`src/rtl/arm_mc_pkg.sv`:
```
// Shared types and encodings for the multicycle ARM controller.
// Used by arm_mc_controller (optional perf counters: ARM_MC_PERFCNT_EN) and arm_cond_unit.
package arm_mc_pkg;

   typedef enum logic [3:0] {
      S_FETCH  = 4'd0,
      S_DECODE = 4'd1,
      S_MEMADR = 4'd2,
      S_MEMRD  = 4'd3,
      S_MEMWB  = 4'd4,
      S_MEMWR  = 4'd5,
      S_EXECR  = 4'd6,
      S_EXECI  = 4'd7,
      S_ALUWB  = 4'd8,
      S_BRANCH = 4'd9
   } state_e;

   typedef enum logic [1:0] {
      ALU_ADD = 2'b00,
      ALU_SUB = 2'b01,
      ALU_AND = 2'b10,
      ALU_ORR = 2'b11
   } alu_ctl_e;

   typedef enum logic [3:0] {
      C_EQ = 4'd0,  C_NE = 4'd1,  C_CS = 4'd2,  C_CC = 4'd3,
      C_MI = 4'd4,  C_PL = 4'd5,  C_VS = 4'd6,  C_VC = 4'd7,
      C_HI = 4'd8,  C_LS = 4'd9,  C_GE = 4'd10, C_LT = 4'd11,
      C_GT = 4'd12, C_LE = 4'd13, C_AL = 4'd14, C_NV = 4'd15
   } cond_e;

   localparam logic [1:0] RES_ALUOUT    = 2'b00;
   localparam logic [1:0] RES_DATA      = 2'b01;
   localparam logic [1:0] RES_ALURESULT = 2'b10;

   localparam logic [1:0] SRCB_WD   = 2'b00;
   localparam logic [1:0] SRCB_IMM  = 2'b01;
   localparam logic [1:0] SRCB_FOUR = 2'b10;

   localparam logic [1:0] IMM_8  = 2'b00;
   localparam logic [1:0] IMM_12 = 2'b01;
   localparam logic [1:0] IMM_24 = 2'b10;

   localparam logic [1:0] OP_DP  = 2'b00;
   localparam logic [1:0] OP_MEM = 2'b01;
   localparam logic [1:0] OP_BR  = 2'b10;

   // flags are ordered {N,Z,C,V}
   function automatic logic cond_holds(input cond_e c, input logic [3:0] f);
      logic n, z, cy, v;
      {n, z, cy, v} = f;
      case (c)
         C_EQ:    cond_holds = z;
         C_NE:    cond_holds = ~z;
         C_CS:    cond_holds = cy;
         C_CC:    cond_holds = ~cy;
         C_MI:    cond_holds = n;
         C_PL:    cond_holds = ~n;
         C_VS:    cond_holds = v;
         C_VC:    cond_holds = ~v;
         C_HI:    cond_holds = cy & ~z;
         C_LS:    cond_holds = ~cy | z;
         C_GE:    cond_holds = (n == v);
         C_LT:    cond_holds = (n != v);
         C_GT:    cond_holds = ~z & (n == v);
         C_LE:    cond_holds = z | (n != v);
         C_AL:    cond_holds = 1'b1;
         default: cond_holds = 1'b0;
      endcase
   endfunction

endpackage

```
`src/rtl/arm_cond_unit.sv`:
```
// NZCV flag register and condition-code evaluation for the multicycle controller.
// The condition outcome is captured once per instruction and gates every later write.
module arm_cond_unit
   import arm_mc_pkg::*;
(
   input  logic       clk,
   input  logic       reset,
   input  logic [3:0] i_cond,
   input  logic [3:0] i_alu_flags,
   input  logic       i_cond_latch,
   input  logic       i_flag_we,
   output logic       o_cond_ex,
   output logic [3:0] o_flags
);

   logic [3:0] r_flags;
   logic       r_cond_ex;

   // flag updates use the condition captured for the current instruction
   always_ff @(posedge clk) begin
      if (reset) begin
         r_flags   <= 4'b0000;
         r_cond_ex <= 1'b0;
      end else begin
         if (i_cond_latch)
            r_cond_ex <= cond_holds(cond_e'(i_cond), r_flags);
         if (i_flag_we && r_cond_ex)
            r_flags <= i_alu_flags;
      end
   end

   assign o_cond_ex = r_cond_ex;
   assign o_flags   = r_flags;

endmodule

```
`config.mk`:
```
export PLATFORM = sky130hd
export DESIGN_NAME = arm_cond_unit
export DESIGN_NICKNAME = d
export VERILOG_FILES = /design/src/rtl/arm_mc_pkg.sv /design/src/rtl/arm_cond_unit.sv
export SDC_FILE = /design/constraint.sdc
export NUM_CORES = 1
export LEC_CHECK = 0
export CELL_PAD_IN_SITES_DETAIL_PLACEMENT = 1
export CELL_PAD_IN_SITES_GLOBAL_PLACEMENT = 2
export CORE_MARGIN = 3
export CORE_UTILIZATION = 22
export CTS_BUF_LIST = sky130_fd_sc_hd__clkbuf_16
export CTS_CLUSTER_DIAMETER = 150
export CTS_CLUSTER_SIZE = 28
export DETAILED_ROUTE_END_ITERATION = 7
export GPL_TIMING_DRIVEN = 0
export PLACE_DENSITY = 0.81
export SYNTH_ARGS = -nofsm -noshare
export SYNTH_HDL_FRONTEND = slang
export SYNTH_SLANG_ARGS = --single-unit
```
`constraint.sdc`:
```
create_clock -name clk -period 2 [get_ports clk]
set_input_delay 0.4 -clock clk [delete_from_list [all_inputs] [get_ports clk]]
set_output_delay 0.4 -clock clk [all_outputs]
set_load 0.01 [all_outputs]
```
==> results.toml <==
[placed_design]
place.detailed.hpwl_um = 860
dpl_worst_slack_ps = -18.5
port_buffers = 15
place_congestion = 0.726
place_area_sq_um = 587

[min_path]
min-delay-start = "o_flags[1]"
hold_class = "flip-flop to flip-flop"
hold_path_depth = 2
hold_end = "o_flags[1]"

[clock_network]
cts.clk_slew.worst_paths_ps = 30
clk_latency_ps = 230
cts_tree = "built"
clock-sinks = 5
cts_inserted_buffers = 3
cts_hold_buf = 0
htreeDepth = 1
clock_path_buffers = 2
postCtsSetupBuffers = 0
clockRootBuffer = "clkbuf_16"
postCtsResizedCells = 0

[yosys]
synth.avg_cell_area_sq_um = 7.39
synthTopCellsByArea = "dfxtp_1 25%, a21oi_1 6.2%, nand3_1 6.2%"
async_flop_share_pct = 0
synth_top_area_share_pct = 24.6
synth_edf_count = 0
synthCells = 55
synth_flop_cell = "dfxtp_1"
netlist_area_sq_um = 407
yosysSeqAreaShare_pct = 24.6
synth_top_area_cell = "dfxtp_1"
ys_seq_elements = 5
syn_nets = 67
yosys_warnings = 0
ys_types = 29

[worst_setup_path]
startpoint_type = "input port"
crit_arrival_ps = 1860
crit_chain = "clkdlybuf4s50_1, buf_2, and2_2, and3_1, o311ai_0, a31oi_1"
timing.rr.start = "o_flags[3]"
cp-end-kind = "flip-flop"
ff2ff_setup_slack_ps = 580
crit_fanout = 10
r2r_cells = 4
crit_required_ps = 2090
cpLargestDelayFamily = "buffers and inverters"
worstSetupPathType = "input port to flip-flop"
max_stage_delay_ps = 420
worst-path-buf-inv = 2
cpMaxStageDelayCell = "clkdlybuf4s50_1"
rr_endpoint = "o_cond_ex"

[drt]
drt_iter0_drc = 5
wirelength_um = 1180
post_drt_wl_per_cell_um = 12.0
viasPerCell = 4.82
m1WireLength_um = 544
vias = 472
ant_nets = 0
drt_first_pass_iters = 4
wl_met3_um = 99
drc_errors = 0
wl_met2_um = 509
top_layer = "met4"

[layout]
drive_gt1_share_pct = 10.8
fill_cells = 201
finalInstanceArea_sq_um = 666
area_growth_pct = 63.7
antenna_cells = 0
final_util_pct = 41.3
nNetsFinal = 87

[floorplan]
dieArea_sq_um = 2400
floorplan.core_area_sq_um = 1610
start_util_pct = 25.2
fp.dieW_um = 49.0
rows = 14
die_y_um = 49.0
pin_count = 17

[timing]
setup_ws_ps = 232
finalSetupViolations = 0
slew_headroom_pct = 77.6
fin_crit_sh_pct = 88.4
fin_crit_ps = 1770
fin_skew_ps = 0.726
rsz0062_at_grt = "no"
tightestPinTransition_ps = 332
tns_ps = 0
max_freq_mhz = 566
final_max_slew_viol_count = 0
hold_violations = 0

[global_routing]
grt_max_degree = 11
grt_pass1_vias = 468
antenna_found_initial = 0
grt_pass1_wl_um = 2040
track_usage_pct = 10.9
grt.overflow.total = 0

[run]
max_cap_violations = 0

[pwr]
leakagePower_nw = 0.249
peakVddDrop_mv = 0.421
power_density_nw_per_um2 = 763

[status]
status = "finished, final reports clean"
==> worst register-to-register path: cells and delay by family, from the launching register on <==
kind             cells  cell delay, ps
AND/OR/NAND/NOR      2             600
flip-flops           1             450
multiplexers         1             130
AO/OA/AOI/OAI        1             160
==> area by class of cell <==
type	count	area [sq um]	area share (%)
clock inverter	1	3.75	0.564
inverter	3	11.3	1.69
buffer	3	23.8	3.57
clock buffer	3	75.1	11.3
tap	24	30.0	4.51
sequential	5	100	15.0
timing repair buffer	15	150	22.6
multi-input combinational	44	272	40.8
==> sequential cells by signal, summed over array words and instances (netlist names) <==
name / flops
o_flags: 4
o_cond_ex: 1
==> how the worst max path moves through the flow <==
stage,depth (start not counted),to,startpoint,slack (ps)
after floorplan,5,o_cond_ex,i_cond[3],580
after global placement,6,o_cond_ex,i_cond[3],-30
after detailed placement,6,o_cond_ex,i_cond[3],-20
after CTS,6,o_cond_ex,i_cond[3],200
after global routing,6,o_cond_ex,i_cond[3],20
final,6,o_cond_ex,i_cond[3],230
==> cell usage after synthesis (2+ instances only) <==
| cell type | number |
|---|---|
| a21oi_1 | 5 |
| dfxtp_1 | 5 |
| inv_1 | 3 |
| nand2_1 | 6 |
| nand3_1 | 5 |
| nor2_1 | 6 |
| o21ai_0 | 2 |
| xor2_1 | 2 |
==> per-stage QoR <==
stage	hold WS, ps	cells	power (W)
after floorplan	469	55	0.000148
after CTS	515	98	0.000516
final	509	98	0.000508
after detailed placement	508	94	0.000187
after global placement	501	94	0.000187
after global routing	544	98	0.000530
==> cells in the final DEF (no fill, tap or decap), types with 2 or more instances in the layout <==
master,instances
o21ai_0,2
xor2_1,2
clkbuf_16,3
inv_1,4
nand3_1,5
dfxtp_1,5
clkdlybuf4s50_1,15
nand2_1,6
a21oi_1,5
nor2_1,6
==> cells by family after synthesis <==
| kind of cell | share of synthesized area (%) |
|---|---|
| simple gates | 39.1 |
| mux | 2.46 |
| compound gates | 18.8 |
| buf+inv | 8.61 |
| xor+xnor | 6.46 |
| flops | 24.6 |
==> metal layers <==
metal / up-vias / GRT usage (%)
li1: 237 / -
met1: 214 / 12.9
met2: 18 / 16.7
met3: 3 / 3.36
met4: 0 / 7.11
met5: - / 0
==> where the power goes <==
group          total (W)  switching, W  leakage (nW)  internal (W)
registers       0.000111    0.00000679        0.0406      0.000104
logic          0.0000742     0.0000305         0.166     0.0000437
clock network   0.000323     0.0000641        0.0423      0.000259
total           0.000508      0.000101         0.249      0.000407
Note: power is estimated with default switching activity, not from simulation.
